[config.mk]
export PLATFORM = sky130hd
export DESIGN_NAME = i2s_rx_deserializer
export DESIGN_NICKNAME = d
export VERILOG_FILES = /design/src/rtl/i2s_rx_deserializer.sv
export SDC_FILE = /design/constraint.sdc
export NUM_CORES = 1
export LEC_CHECK = 0
export ABC_CLOCK_PERIOD_IN_PS = 6060
export CELL_PAD_IN_SITES_DETAIL_PLACEMENT = 0
export CELL_PAD_IN_SITES_GLOBAL_PLACEMENT = 1
export CORE_ASPECT_RATIO = 1.2
export CORE_MARGIN = 5
export CORE_UTILIZATION = 47
export CTS_BUF_LIST = sky130_fd_sc_hd__clkbuf_4
export CTS_CLUSTER_SIZE = 16
export DETAILED_ROUTE_END_ITERATION = 16
export PLACE_DENSITY_LB_ADDON = 0.1
export SLEW_MARGIN = 20
export SYNTH_ARGS = -nofsm -noshare
export SYNTH_HDL_FRONTEND = slang
export SYNTH_SLANG_ARGS = --single-unit
[constraint.sdc]
create_clock -name clk_100mhz -period 6.06 [get_ports clk_100mhz]
set_input_delay 1.818 -clock clk_100mhz [delete_from_list [all_inputs] [get_ports clk_100mhz]]
set_output_delay 1.818 -clock clk_100mhz [all_outputs]
set_load 0.01 [all_outputs]
[src/rtl/i2s_rx_deserializer.sv]
// Philips-I2S receiver: oversamples SCLK/LRCK/SD in the system clock domain and emits one
// left/right DATA_W-bit sample pair per LRCK period, with a framing-error strobe for bad slots.
module i2s_rx_deserializer #(
    parameter int DATA_W      = 24,
    parameter int SLOT_W      = 32,
    parameter int SYNC_STAGES = 2
) (
    input  logic              clk_100mhz,
    input  logic              reset_btn,
    input  logic              sclk_in,
    input  logic              lrck_in,
    input  logic              sd_in,
    output logic [DATA_W-1:0] l_data,
    output logic [DATA_W-1:0] r_data,
    output logic              sample_valid,
    output logic              frame_err,
    output logic              locked,
    output logic [1:0]        dbg_state_o
);

    localparam int CNT_W = $clog2(SLOT_W + 2);
    localparam logic [CNT_W-1:0] CNT_ONE = CNT_W'(1);
    localparam logic [CNT_W-1:0] CNT_DW  = CNT_W'(DATA_W);
    localparam logic [CNT_W-1:0] CNT_MIN = CNT_W'(DATA_W + 1);
    localparam logic [CNT_W-1:0] CNT_MAX = CNT_W'(SLOT_W);
    localparam logic [CNT_W-1:0] CNT_SAT = CNT_W'(SLOT_W + 1);

    typedef enum logic [1:0] {
        WAIT_SYNC = 2'd0,
        LEFT      = 2'd1,
        RIGHT     = 2'd2
    } state_t;

    state_t                  state_q;
    logic [SYNC_STAGES-1:0]  sclk_sync_q, lrck_sync_q, sd_sync_q;
    logic                    sclk_hist_q, lrck_hist_q;
    logic [CNT_W-1:0]        bit_cnt_q, bit_cnt_d;
    logic [DATA_W-1:0]       shift_q, shift_d;
    logic [DATA_W-1:0]       left_hold_q, l_data_q, r_data_q;
    logic                    left_ok_q, valid_q, err_q, locked_q;

    logic sclk_s, lrck_s, sd_s;
    logic sclk_rise, lrck_rise, lrck_fall, lrck_edge, slot_good;

    // Equal synchronizer depth on all three pins keeps sd_s aligned with the sclk_s edge it belongs to.
    assign sclk_s    = sclk_sync_q[SYNC_STAGES-1];
    assign lrck_s    = lrck_sync_q[SYNC_STAGES-1];
    assign sd_s      = sd_sync_q[SYNC_STAGES-1];
    assign sclk_rise = sclk_s & ~sclk_hist_q;
    assign lrck_rise = lrck_s & ~lrck_hist_q;
    assign lrck_fall = ~lrck_s & lrck_hist_q;
    assign lrck_edge = lrck_rise | lrck_fall;
    assign slot_good = (bit_cnt_q >= CNT_MIN) && (bit_cnt_q <= CNT_MAX);

    // Bit counter 0 is the I2S delay bit; an SCLK rise coinciding with an LRCK edge is that delay bit.
    always_comb begin
        bit_cnt_d = bit_cnt_q;
        shift_d   = shift_q;
        if (lrck_edge) begin
            bit_cnt_d = sclk_rise ? CNT_ONE : '0;
            shift_d   = '0;
        end else if (sclk_rise) begin
            if (bit_cnt_q >= CNT_ONE && bit_cnt_q <= CNT_DW) begin
                shift_d = {shift_q[DATA_W-2:0], sd_s};
            end
            if (bit_cnt_q != CNT_SAT) begin
                bit_cnt_d = bit_cnt_q + CNT_ONE;
            end
        end
    end

    always_ff @(posedge clk_100mhz or posedge reset_btn) begin
        if (reset_btn) begin
            sclk_sync_q <= '0;
            lrck_sync_q <= '0;
            sd_sync_q   <= '0;
            sclk_hist_q <= 1'b0;
            lrck_hist_q <= 1'b0;
            bit_cnt_q   <= '0;
            shift_q     <= '0;
            left_hold_q <= '0;
            left_ok_q   <= 1'b0;
            l_data_q    <= '0;
            r_data_q    <= '0;
            valid_q     <= 1'b0;
            err_q       <= 1'b0;
            locked_q    <= 1'b0;
            state_q     <= WAIT_SYNC;
        end else begin
            sclk_sync_q <= {sclk_sync_q[SYNC_STAGES-2:0], sclk_in};
            lrck_sync_q <= {lrck_sync_q[SYNC_STAGES-2:0], lrck_in};
            sd_sync_q   <= {sd_sync_q[SYNC_STAGES-2:0], sd_in};
            sclk_hist_q <= sclk_s;
            lrck_hist_q <= lrck_s;
            bit_cnt_q   <= bit_cnt_d;
            shift_q     <= shift_d;
            valid_q     <= 1'b0;
            err_q       <= 1'b0;
            case (state_q)
                WAIT_SYNC: begin
                    if (lrck_fall) begin
                        state_q  <= LEFT;
                        locked_q <= 1'b1;
                    end
                end
                LEFT: begin
                    if (lrck_rise) begin
                        state_q <= RIGHT;
                        if (slot_good) begin
                            left_hold_q <= shift_q;
                            left_ok_q   <= 1'b1;
                        end else begin
                            left_ok_q <= 1'b0;
                            err_q     <= 1'b1;
                        end
                    end
                end
                RIGHT: begin
                    if (lrck_fall) begin
                        state_q <= LEFT;
                        if (!slot_good) begin
                            err_q <= 1'b1;
                        end else if (left_ok_q) begin
                            l_data_q <= left_hold_q;
                            r_data_q <= shift_q;
                            valid_q  <= 1'b1;
                        end
                    end
                end
                default: state_q <= WAIT_SYNC;
            endcase
        end
    end

    // sample_valid is a one-cycle strobe with no backpressure: the consumer must take l_data/r_data
    // in the strobe cycle or later, as both hold until the next strobe.
    assign l_data       = l_data_q;
    assign r_data       = r_data_q;
    assign sample_valid = valid_q;
    assign frame_err    = err_q;
    assign locked       = locked_q;
    assign dbg_state_o  = state_q;

endmodule

==> results.ini, run 1 <==
[outcome]
status = finished clean

[logic_synthesis]
async_reset_ff_share_pct = 100
netlist_top_cells_count = dfrtp_1, mux2_2, nand2_1
netlist-cell-type-count = 34
syn_inst = 341
synth.area.top_cells = dfrtp_1, mux2_2, mux2_4, nand3_1, o21ai_0
post-synth-top-count-cell = dfrtp_1
syn_avg_cell_area_sq_um = 13.7
mappedNetlistNets = 355
ys_seq_area_share_pct = 62.2
synth_top_area_share_pct = 62.2
synth_ff_type = dfrtp_1
syn-cell-area_sq_um = 4660
ys_seq_elements = 116
yosysTopAreaCell = dfrtp_1
yosys_warnings = 0
synth_edf_count = 0

[setup_path]
cpPeakStageDelay_ps = 560
worst-path-buf-inv = 1
cp-end-kind = output port
cp_top_family = buffers and inverters
r2r.worst_path.cells = 7
crit_chain = clkdlybuf4s50_1
path_max_fanout = 4
crit_arrival_ps = 1460
crit_type = reg -> out
crit_required_ps = 4240
cpMaxStageDelayCell = clkdlybuf4s50_1
startpoint_type = flip-flop
crit_cells = 1

[hold_path]
hold_class = reg -> reg
min_path_cells = 0

[global_routing]
grt_pass1_wl_mm = 14.3
grt_pass1_vias = 2885
grt_max_degree = 80
grtUsageTotal_pct = 15.0
grt_antenna_before_repair = 0
gr-total-overflow = 0

[timing]
holdWs_ps = 348
finalSetupViolations = 0
max_slew_margin_pct = 36.4
timing.setup.tns_ps = 0
rsz0062_at_grt = false
timing.final.crit_share_pct = 54.2
slew_viol_final = 0
finClkSkew_ps = 15.1
fin_crit_ps = 3280
hold_viol = 0
max_slew.worst_pin.slew_ps = 955
max_freq_ghz = 0.305

[pwr]
sw_frac_of_total_pct = 26.8
clock_power_share_pct = 34.9
ir_worst_vdd_mv = 0.108
p_int_uw = 1040
p_sw_uw = 379
p_seq_share_pct = 56.4
power_leakage_uw = 0.00258
pwr-share-comb_pct = 8.7
p_per_area_nw_per_um2 = 254

[drt]
via_per_inst = 5.15
first_iter_violations = 96
ant_nets = 0
wl_mm = 8.16
dr.pass1.iters = 4
post_drt_wl_per_cell_um = 15.1
remaining_drc_errors = 0
num_vias = 2774

[floorplanning]
fp.dieH_um = 119
ioPinCount = 58
die_area_sq_um = 12000
core_sq_um = 9610
rows = 39
die_w_um = 101
initial_core_util_pct = 48.5

[clock_tree]
cts-htree-levels = 4
clockBufferDepth = 2
post-cts-setup-buffer-count = 0
numCtsBuffers = 17
root_buffer = clkbuf_4
cts.sinks = 116
cts_resized = 0
cts_tree = done
clkTransAtPathRegs_ps = 110
worstSkewPairLatency_ps = 490
holdBufCountCts = 0

[placement]
gp_congestion = 0.694
dp_hpwl_mm = 5.16
io_buffer_count = 57

[cells_and_area]
antennaDiodeCount = 0
nNetsFinal = 417
syn_to_final_growth_pct = 19.7
layout-drive-gt1-share_pct = 27.6

[flow_run]
drv_cap = 0

-- cell type report --
type	instances	area, sq um
Clock inverter	14	114
Multi-Input combinational cell	200	1650
Inverter	7	28.8
Fill cell	830	4030
Clock buffer	18	135
Timing Repair Buffer	61	601
Tap cell	123	154
Sequential cell	116	2900
-- placed cells by master, fill, tap and decap left out, drive strengths merged, types with 3 or more instances in the layout --
master         count
clkinvlp           6
nor2               7
dfrtp            116
clkbuf            18
nand3             26
nor2b              3
clkdlybuf4s50     57
nand2             29
buf                4
xnor2              3
a21oi              3
clkinv             6
ha                 9
mux2              73
o21ai             25
and2               3
inv                8
-- through the flow --
step                      worst slack, ps  util (%)  power (uW)  cells  area [sq um]
after detailed placement             2490      55.5         941    507          5330
after global placement               2490      55.5         938    507          5330
after global routing                 2680      58.1        1500    539          5580
final                                2780      58.1        1420    539          5580
after CTS                            2730      58.1        1440    539          5580
after floorplan                      1170         -         898    341          4660
-- cell families after synthesis --
group | count (synthesis) | synth area share [%]
flops | 116 | 62.2
simple gates | 78 | 8.37
mux | 74 | 18.6
compound gates | 36 | 4.96
buf+inv | 25 | 2.90
fa+ha+maj | 9 | 2.41
xor+xnor | 3 | 0.563
-- registers in the layout (all words and copies together) (netlist names) --
signal and cells:
bit_cnt_q 6, dbg_state_o 2, frame_err 1, l_data 24, left_hold_q 24, left_ok_q 1, locked 1, lrck_hist_q 1
lrck_sync_q 2, r_data 24, sample_valid 1, sclk_hist_q 1, sclk_sync_q 2, sd_sync_q 2, shift_q 24
-- layer usage --
layer,up-vias,wire length [um],GRT usage (%)
met5,-,0,0
met4,0,112,6.23
met3,8,351,4.56
met2,53,3930,23.0
met1,1400,3760,19.9
li1,1313,-,-
-- power groups by stage --
stage               logic [uW]  clock network, uW  registers (uW)
detailed placement         127                  0             814
global route               143                551             801
global placement           125                  0             813
CTS                        127                511             799
floorplan                 83.3                  0             815
finish                     124                494             798
-- worst paths after layout --
check                                     from        endpoint  slack, ps
max in group asynchronous            reset_btn     shift_q[15]       3110
worst min-delay path            sclk_sync_q[0]  sclk_sync_q[1]        350
worst max register to register    bit_cnt_q[0]      r_data[16]       3390
worst min register to register  sclk_sync_q[0]  sclk_sync_q[1]        350
min in group asynchronous            reset_btn    sample_valid       1880
worst max-delay path            dbg_state_o[0]  dbg_state_o[0]       2780
(Power assumes the default switching activity.)
==> run 2: changes to the inputs <==
--- a/config.mk
+++ b/config.mk
@@ -5,7 +5,7 @@
 export SDC_FILE = /design/constraint.sdc
 export NUM_CORES = 1
 export LEC_CHECK = 0
-export ABC_CLOCK_PERIOD_IN_PS = 6060
+export ABC_CLOCK_PERIOD_IN_PS = 3400
 export CELL_PAD_IN_SITES_DETAIL_PLACEMENT = 0
 export CELL_PAD_IN_SITES_GLOBAL_PLACEMENT = 1
 export CORE_ASPECT_RATIO = 1.2
==> constraint.sdc (replaced) <==
create_clock -name clk_100mhz -period 3.4 [get_ports clk_100mhz]
set_input_delay 1.02 -clock clk_100mhz [delete_from_list [all_inputs] [get_ports clk_100mhz]]
set_output_delay 1.02 -clock clk_100mhz [all_outputs]
set_load 0.01 [all_outputs]
==> run 2 against run 1 <==
Compared with the run above: clock skew rose by 3.8 ps; critical path depth up 6; first-iteration DRC count is 1.0% lower; flip-flop and latch count stayed put; cell count grew 0.74%; sequential power is 78% higher; core utilization is 1.7 points higher; global-route usage fell by 0.27 points; largest cell class unchanged; highest routed layer unchanged.
==> results.ini, run 2 (synthesis gave the netlist of run 1 again) <==
[floorplanning]
core_sq_um = 9610
ioPinCount = 58
die_area_sq_um = 12000
fp.dieH_um = 119
rows = 39
die_w_um = 101
initial_core_util_pct = 48.5

[timing]
timing.setup.tns_ps = 0
timing.final.crit_share_pct = 73.2
max_slew.worst_pin.slew_ps = 630
slew_viol_final = 0
hold_viol = 0
max_freq_ghz = 0.402
fin_crit_ps = 2490
finalSetupViolations = 0
rsz0062_at_grt = false
max_slew_margin_pct = 58.0
finClkSkew_ps = 18.9

[hold_path]
hold_class = reg -> reg

[pwr]
ir_worst_vdd_mv = 0.341
power_leakage_uw = 0.00269
p_per_area_nw_per_um2 = 501

[setup_path]
startpoint_type = flip-flop
cpPeakStageDelay_ps = 540
cpMaxStageDelayCell = nor2_2
crit_chain = inv_1 -> ha_1 -> or3b_4 -> a32oi_4 -> nor2_2 -> buf_4 -> mux2_2
crit_required_ps = 3780
cp_top_family = simple AND/OR/NAND/NOR gates
path_max_fanout = 14
worst-path-buf-inv = 2
crit_type = reg -> reg
cp-end-kind = flip-flop
crit_arrival_ps = 2870

[clock_tree]
cts.sinks = 116
numCtsBuffers = 17
cts-htree-levels = 4
clockBufferDepth = 2
holdBufCountCts = 0
worstSkewPairLatency_ps = 500
clkTransAtPathRegs_ps = 100
cts_resized = 0
post-cts-setup-buffer-count = 0
cts_tree = done
root_buffer = clkbuf_4

[drt]
via_per_inst = 5.14
remaining_drc_errors = 0
dr.pass1.iters = 4
wl_mm = 8.10
num_vias = 2792
ant_nets = 0
post_drt_wl_per_cell_um = 14.9
first_iter_violations = 95

[global_routing]
grt_pass1_wl_mm = 13.8
grt_pass1_vias = 2796
grtUsageTotal_pct = 14.7
grt_antenna_before_repair = 0
gr-total-overflow = 0
grt_max_degree = 54

[flow_run]
drv_cap = 0

[cells_and_area]
antennaDiodeCount = 0
syn_to_final_growth_pct = 23.2
layout_common_cells = dfrtp_1, mux2_2, clkdlybuf4s50_1
final_common_cell = dfrtp_1
final_cells = 543
layout-drive-gt1-share_pct = 28.8
nNetsFinal = 421

[placement]
gp_congestion = 0.794
dp_cells = 511
io_buffer_count = 57
dp_hpwl_mm = 5.40

[outcome]
status = finished clean

run 2: cell types whose count changed in the layout (fill, tap and decap cells not counted), moves of 2 or more:
cell	before	now
buf_12	0	2
clkinv_1	3	1
clkbuf_4	18	20
bufinv_16	1	6
buf_4	4	6
clkinv_2	2	5
clkinvlp_4	6	1
run 2: final cells by class:
class	instances	area, sq um
clock buffer	20	150
clock inverter	12	209
fill	803	3860
inverter	7	30.0
multi-input combinational	200	1650
sequential	116	2900
tap	123	154
timing repair buffer	65	656
run 2: per-layer routing:
| layer | track usage [%] | vias up | share of wire [%] |
|---|---|---|---|
| li1 | - | 1323 | - |
| met5 | 0 | - | 0 |
| met2 | 22.4 | 62 | 48 |
| met4 | 5.99 | 0 | 0.99 |
| met1 | 18.8 | 1400 | 46 |
| met3 | 5.73 | 7 | 5.1 |
run 2: power by group:
part           internal [uW]  total, uW  switching, uW  leakage, uW
sequential              1400       1420           20.1      0.00159
clock                    748       1230            479     0.000198
combinational           91.3        229            138     0.000895
run 2: worst paths after layout:
path / from / endpoint / slack [ps] / cells after the start
worst max-delay path: bit_cnt_q[0] / left_hold_q[6] / 910 / 7
worst min-delay path: lrck_sync_q[0] / lrck_sync_q[1] / 360 / 0
worst max register to register: bit_cnt_q[0] / left_hold_q[6] / 910 / 7
worst min register to register: lrck_sync_q[0] / lrck_sync_q[1] / 360 / 0
max in group asynchronous: reset_btn / r_data[9] / 1810 / 3
min in group asynchronous: reset_btn / lrck_sync_q[1] / 950 / 2
run 2: metrics by stage:
step / hold slack, ps / power, uW / utilization, % / setup WS [ps] / cell area, sq um
2_1_floorplan: 331 / 1600 / - / 967 / 4670
3_3_place_gp: 334 / 1680 / 56.1 / 1020 / 5390
3_5_place_dp: 336 / 1680 / 56.1 / 871 / 5390
4_1_cts: 359 / 2920 / 59.8 / 824 / 5750
5_1_grt: 364 / 3020 / 59.8 / 769 / 5750
6_report: 357 / 2880 / 59.8 / 912 / 5750
==> run 3: changes to the inputs <==
--- a/config.mk
+++ b/config.mk
@@ -5,7 +5,7 @@
 export SDC_FILE = /design/constraint.sdc
 export NUM_CORES = 1
 export LEC_CHECK = 0
-export ABC_CLOCK_PERIOD_IN_PS = 3400
+export ABC_CLOCK_PERIOD_IN_PS = 2450
 export CELL_PAD_IN_SITES_DETAIL_PLACEMENT = 0
 export CELL_PAD_IN_SITES_GLOBAL_PLACEMENT = 1
 export CORE_ASPECT_RATIO = 1.2
==> constraint.sdc (replaced) <==
create_clock -name clk_100mhz -period 2.45 [get_ports clk_100mhz]
set_input_delay 0.735 -clock clk_100mhz [delete_from_list [all_inputs] [get_ports clk_100mhz]]
set_output_delay 0.735 -clock clk_100mhz [all_outputs]
set_load 0.01 [all_outputs]
==> run 3 against run 2 <==
Compared with the run above: sequential power rose by 39%; clock skew decreased by 1.6 ps; clock power decreased by 4%; maximum frequency up 7.5%; routed wire length grew 0.49%; first-iteration DRC count decreased by 21%; critical path depth unchanged; highest routed layer unchanged.
==> results.ini, run 3 (synthesis gave the netlist of run 1 again) <==
[timing]
finalSetupViolations = 0
finClkSkew_ps = 17.3
holdWs_ps = 356
max_slew.worst_pin.slew_ps = 706
fin_ws_ps = 136
timing.final.crit_share_pct = 94.5
rsz0062_at_grt = false
max_freq_ghz = 0.432
slew_viol_final = 0
hold_viol = 0
fin_crit_ps = 2310
timing.setup.tns_ps = 0
max_slew_margin_pct = 52.9

[clock_tree]
cts.sinks = 116
worstSkewPairLatency_ps = 500
clkTransAtPathRegs_ps = 90
cts_tree = done
cts-htree-levels = 4
post-cts-setup-buffer-count = 0
clockBufferDepth = 2
root_buffer = clkbuf_4
numCtsBuffers = 17
cts_resized = 0
holdBufCountCts = 0

[drt]
ant_nets = 0
post_drt_wl_per_cell_um = 14.9
wl_mm = 8.14
num_vias = 2813
dr.pass1.iters = 4
first_iter_violations = 75
via_per_inst = 5.15
remaining_drc_errors = 0

[placement]
dp_hpwl_mm = 5.31
io_buffer_count = 57
gp_congestion = 0.757
place_ws_ps = 85.8

[cells_and_area]
antennaDiodeCount = 0
final_common_cell = dfrtp_1
layout_common_cells = dfrtp_1, mux2_2, clkdlybuf4s50_1
nNetsFinal = 425
syn_to_final_growth_pct = 21.2
layout-drive-gt1-share_pct = 29.3

[hold_path]
min_path_cells = 0
min_delay_worst_endpoint = sd_sync_q[1]
min_from = sd_sync_q[0]
hold_class = reg -> reg

[floorplanning]
ioPinCount = 58
rows = 39
fp.dieH_um = 119
die_w_um = 101
die_area_sq_um = 12000
core_sq_um = 9610
initial_core_util_pct = 48.5

[setup_path]
path_max_fanout = 30
cp-end-kind = flip-flop
r2r.worst_path.cells = 7
crit_chain = inv_1 -> ha_1 -> or3b_4 -> a32oi_4 -> nor2_4 -> buf_12 -> mux2_2
crit_required_ps = 2830
r2r_setup_slack_ps = 140
cpMaxStageDelayCell = nor2_4
cpPeakStageDelay_ps = 540
startpoint_type = flip-flop
crit_arrival_ps = 2700
timing.rr.start = bit_cnt_q[1]
r2r_end = l_data[3]
crit_type = reg -> reg

[pwr]
p_per_area_nw_per_um2 = 615
power_leakage_uw = 0.00264
ir_worst_vdd_mv = 0.324

[global_routing]
grt_max_degree = 95
grt_pass1_vias = 2878
grt_antenna_before_repair = 0
grt_pass1_wl_mm = 14.2
grtUsageTotal_pct = 15.1
gr-total-overflow = 0

[outcome]
status = finished clean

[flow_run]
drv_cap = 0

[run 3: how the worst max path moves through the flow]
stage	start	to	slack, ps	depth (start not counted)
after floorplan	reset_btn	bit_cnt_q[0]	300	1
after global placement	bit_cnt_q[1]	l_data[4]	140	7
after detailed placement	bit_cnt_q[1]	r_data[12]	90	7
after CTS	bit_cnt_q[1]	r_data[4]	90	7
after global routing	bit_cnt_q[1]	l_data[9]	3	7
final	bit_cnt_q[1]	l_data[3]	140	7
[run 3: layout make-up]
type	count	area, sq um
well taps	123	154
repair buffers	69	686
inverters	7	30.0
flip-flops and latches	116	2900
multi-input cells	200	1650
fillers	808	3960
clock inverters	12	91.3
clock buffers	19	143
[run 3: routing by layer]
metal / track usage, % / part of all wire [%] / wire, um
met1: 19.8 / 47 / 3800
met2: 22.3 / 46 / 3740
met3: 5.50 / 5.0 / 405
met4: 6.98 / 2.2 / 182
met5: 0 / 0 / 0
[run 3: worst max-delay path, delay by kind of cell (launching register included)]
kind | cells | cell delay [ps]
compound gates | 1 | 60
fa+ha+maj | 1 | 190
mux | 1 | 360
simple gates | 2 | 780
flops | 1 | 410
buf+inv | 2 | 400
[run 3: power breakdown]
group          switching [uW]  leakage, uW  internal, uW  total (uW)
Sequential               23.2      0.00159          1950        1970
Combinational             196     0.000915           129         324
Clock                     678     0.000131           502        1180
Total                     897      0.00264          2580        3470
[run 3: stage by stage]
| stage | area, sq um | utilization [%] | total power [uW] | instances |
|---|---|---|---|---|
| 6_report | 5650 | 58.8 | 3470 | 546 |
| 5_1_grt | 5650 | 58.8 | 3680 | 546 |
| 4_1_cts | 5650 | 58.8 | 3540 | 546 |
| 3_5_place_dp | 5420 | 56.4 | 2340 | 515 |
| 3_3_place_gp | 5420 | 56.4 | 2330 | 515 |
| 2_1_floorplan | 4670 | - | 2220 | 341 |
==> RTL change (config.mk and constraints of run 1) <==
Make the reset (`reset_btn`) synchronous in one clocked block.
--- a/src/rtl/i2s_rx_deserializer.sv
+++ b/src/rtl/i2s_rx_deserializer.sv
@@ -69,7 +69,7 @@
         end
     end
 
-    always_ff @(posedge clk_100mhz or posedge reset_btn) begin
+    always_ff @(posedge clk_100mhz) begin
         if (reset_btn) begin
             sclk_sync_q <= '0;
             lrck_sync_q <= '0;
Behaviour: differs if reset_btn is asserted again (counterexample within 10 cycles, from zero or initial values and one cycle with reset_btn high); with reset_btn held inactive, the same outputs for 10 cycles.
==> RTL change against run 1 <==
Utilization fell by 0.12 points. Count of clock-buffer cells in the layout rose by 2. Critical path type unchanged. Clock skew about the same. Area after synthesis decreased by 0.46%. Routed wire length is 0.55% higher. Highest routed layer unchanged. Design area shrank 0.20%. Worst setup slack better by 24 ps. Fmax increased by 0.72%. Sequential share of layout area down 10 points. Non-clock buffer count down 1. Sequential cell count unchanged.
Power is not compared: it rests on default switching activity, and its combinational part moved more than twofold at a synthesized area within 25%.
==> RTL change: results (changes against run 1) <==
| Metric | Value |
|---|---|
| Gr usage total | `0.149 (was 0.150)` |
| Clk_skew | `15.1 ps (about the same)` |
| Sequential share of the synthesized area | `0.500 (was 0.622)` |
| Synth Area in Compound Gates | `0.0542 (was 0.0496)` |
| Worst Hold Depth | `2 (was 0)` |
| Grt met1 use | `0.186 (was 0.199)` |
| Layout filler cell count | `873 (was 830)` |
| Clock Path Buffers | `2 (unchanged)` |
| Top cells by count, synth | `dfxtp_1, nand2b_1, mux2i_1, nand2_1, a21oi_1 (was dfrtp_1, mux2_2, nand2_1, nand3_1, o21ai_0)` |
| Routed vias | `3200 (was 2774)` |
| Clock buf/inv share | `0.0557 (was 0.0446)` |
| Dpl hpwl | `5350 µm (was 5160 µm)` |
| Met3 Resource Use GR | `0.0392 (was 0.0456)` |
| # diodes | `0 (unchanged)` |
| Routed wl met2 | `3880 µm (was 3930 µm)` |
| Worst EP arrival | `1440 ps (was 1460 ps)` |
| LEAKAGE | `0.00216 µW` |
| Fraction of layout cells with a size suffix above 1 | `0.0765 (was 0.276)` |
| DRT Wirelength | `8200 µm (was 8160 µm)` |
| R2R cell count | `7 (unchanged)` |
| # clk buffers | `20 (was 18)` |
| Vias in the first global route | `3125 (was 2885)` |
| Register area | `0.00232 mm² (was 0.00290 mm²)` |
| Post-synthesis xor/xnor area fraction | `0.00566 (was 0.00563)` |
| Ys async rst share | `0 (was 1.00)` |
| Slew Limit Headroom | `0.367 (was 0.364)` |
| Wire length on met1 | `3840 µm (was 3760 µm)` |
| Pre-CTS setup slack | `2400 ps (was 2490 ps)` |
| GPL Wtd Cong | `0.776 (was 0.694)` |
| Synth unique cells | `31 (was 34)` |
| Dpl cells | `615 (was 507)` |
| Switch Pwr | `293 µW` |
| Signal buf overhead | `0.106 (was 0.108)` |
| Area of the multi-input gates | `0.00217 mm² (was 0.00165 mm²)` |
| Initial DRC Count | `90 (was 96)` |
| Mean Syn Cell Area | `10.1 µm² (was 13.7 µm²)` |
| Vias/cell | `4.95 (was 5.15)` |
| Post-cts gate resize count | `0 (unchanged)` |
| Non-clock buffer count | `60 (was 61)` |
| # nets final | `525 (was 417)` |
| Adder-cell share of the synthesized area | `0.0243 (was 0.0241)` |
| Die area | `0.0120 mm² (about the same)` |
| Multiplexer share of the synthesized area | `0.160 (was 0.186)` |
| Count of multi-input gates | `308 (was 200)` |
| Met3 WL | `307 µm (was 351 µm)` |
| Placed instance area | `0.00526 mm² (was 0.00533 mm²)` |
| FF+latch count | `116 (unchanged)` |
| Status | `finished clean (unchanged)` |
| Nonclk inv count | `8 (was 7)` |
| First-pass GRT wire length | `14400 µm (was 14300 µm)` |
| Most common flop cell mapped by yosys | `dfxtp_1 (was dfrtp_1)` |
| Finished Cell Area | `0.00557 mm² (was 0.00558 mm²)` |
| Initial antenna violation count | `0 (unchanged)` |
| Largest net degree at the start of global routing | `61 (was 80)` |
| GR Util met2 | `0.238 (was 0.230)` |
RTL change: cell count changes in the layout (fill, tap and decap cells not counted), moves of 9 or more:
| cell | change |
|---|---|
| mux2i_1 | +73 |
| mux2_4 | -9 |
| dfrtp_1 | -116 |
| mux2_2 | -64 |
| a21oi_1 | +29 |
| nand2_1 | +22 |
| dfxtp_1 | +116 |
| nand2b_1 | +96 |
| nand3_1 | -25 |
| o21ai_0 | -24 |
RTL change: worst paths after layout:
path / start / slack [ps] / to
min reg2reg: sd_sync_q[1]$_SDFF_PP0_ / 450 / shift_q[0]$_SDFFE_PP0P_
min: sd_sync_q[1]$_SDFF_PP0_ / 450 / shift_q[0]$_SDFFE_PP0P_
max: dbg_state_o[0]$_SDFFE_PP0P_ / 2800 / dbg_state_o[0]
max reg2reg: bit_cnt_q[0]$_SDFFE_PP0P_ / 3550 / r_data[20]$_SDFFE_PP0P_
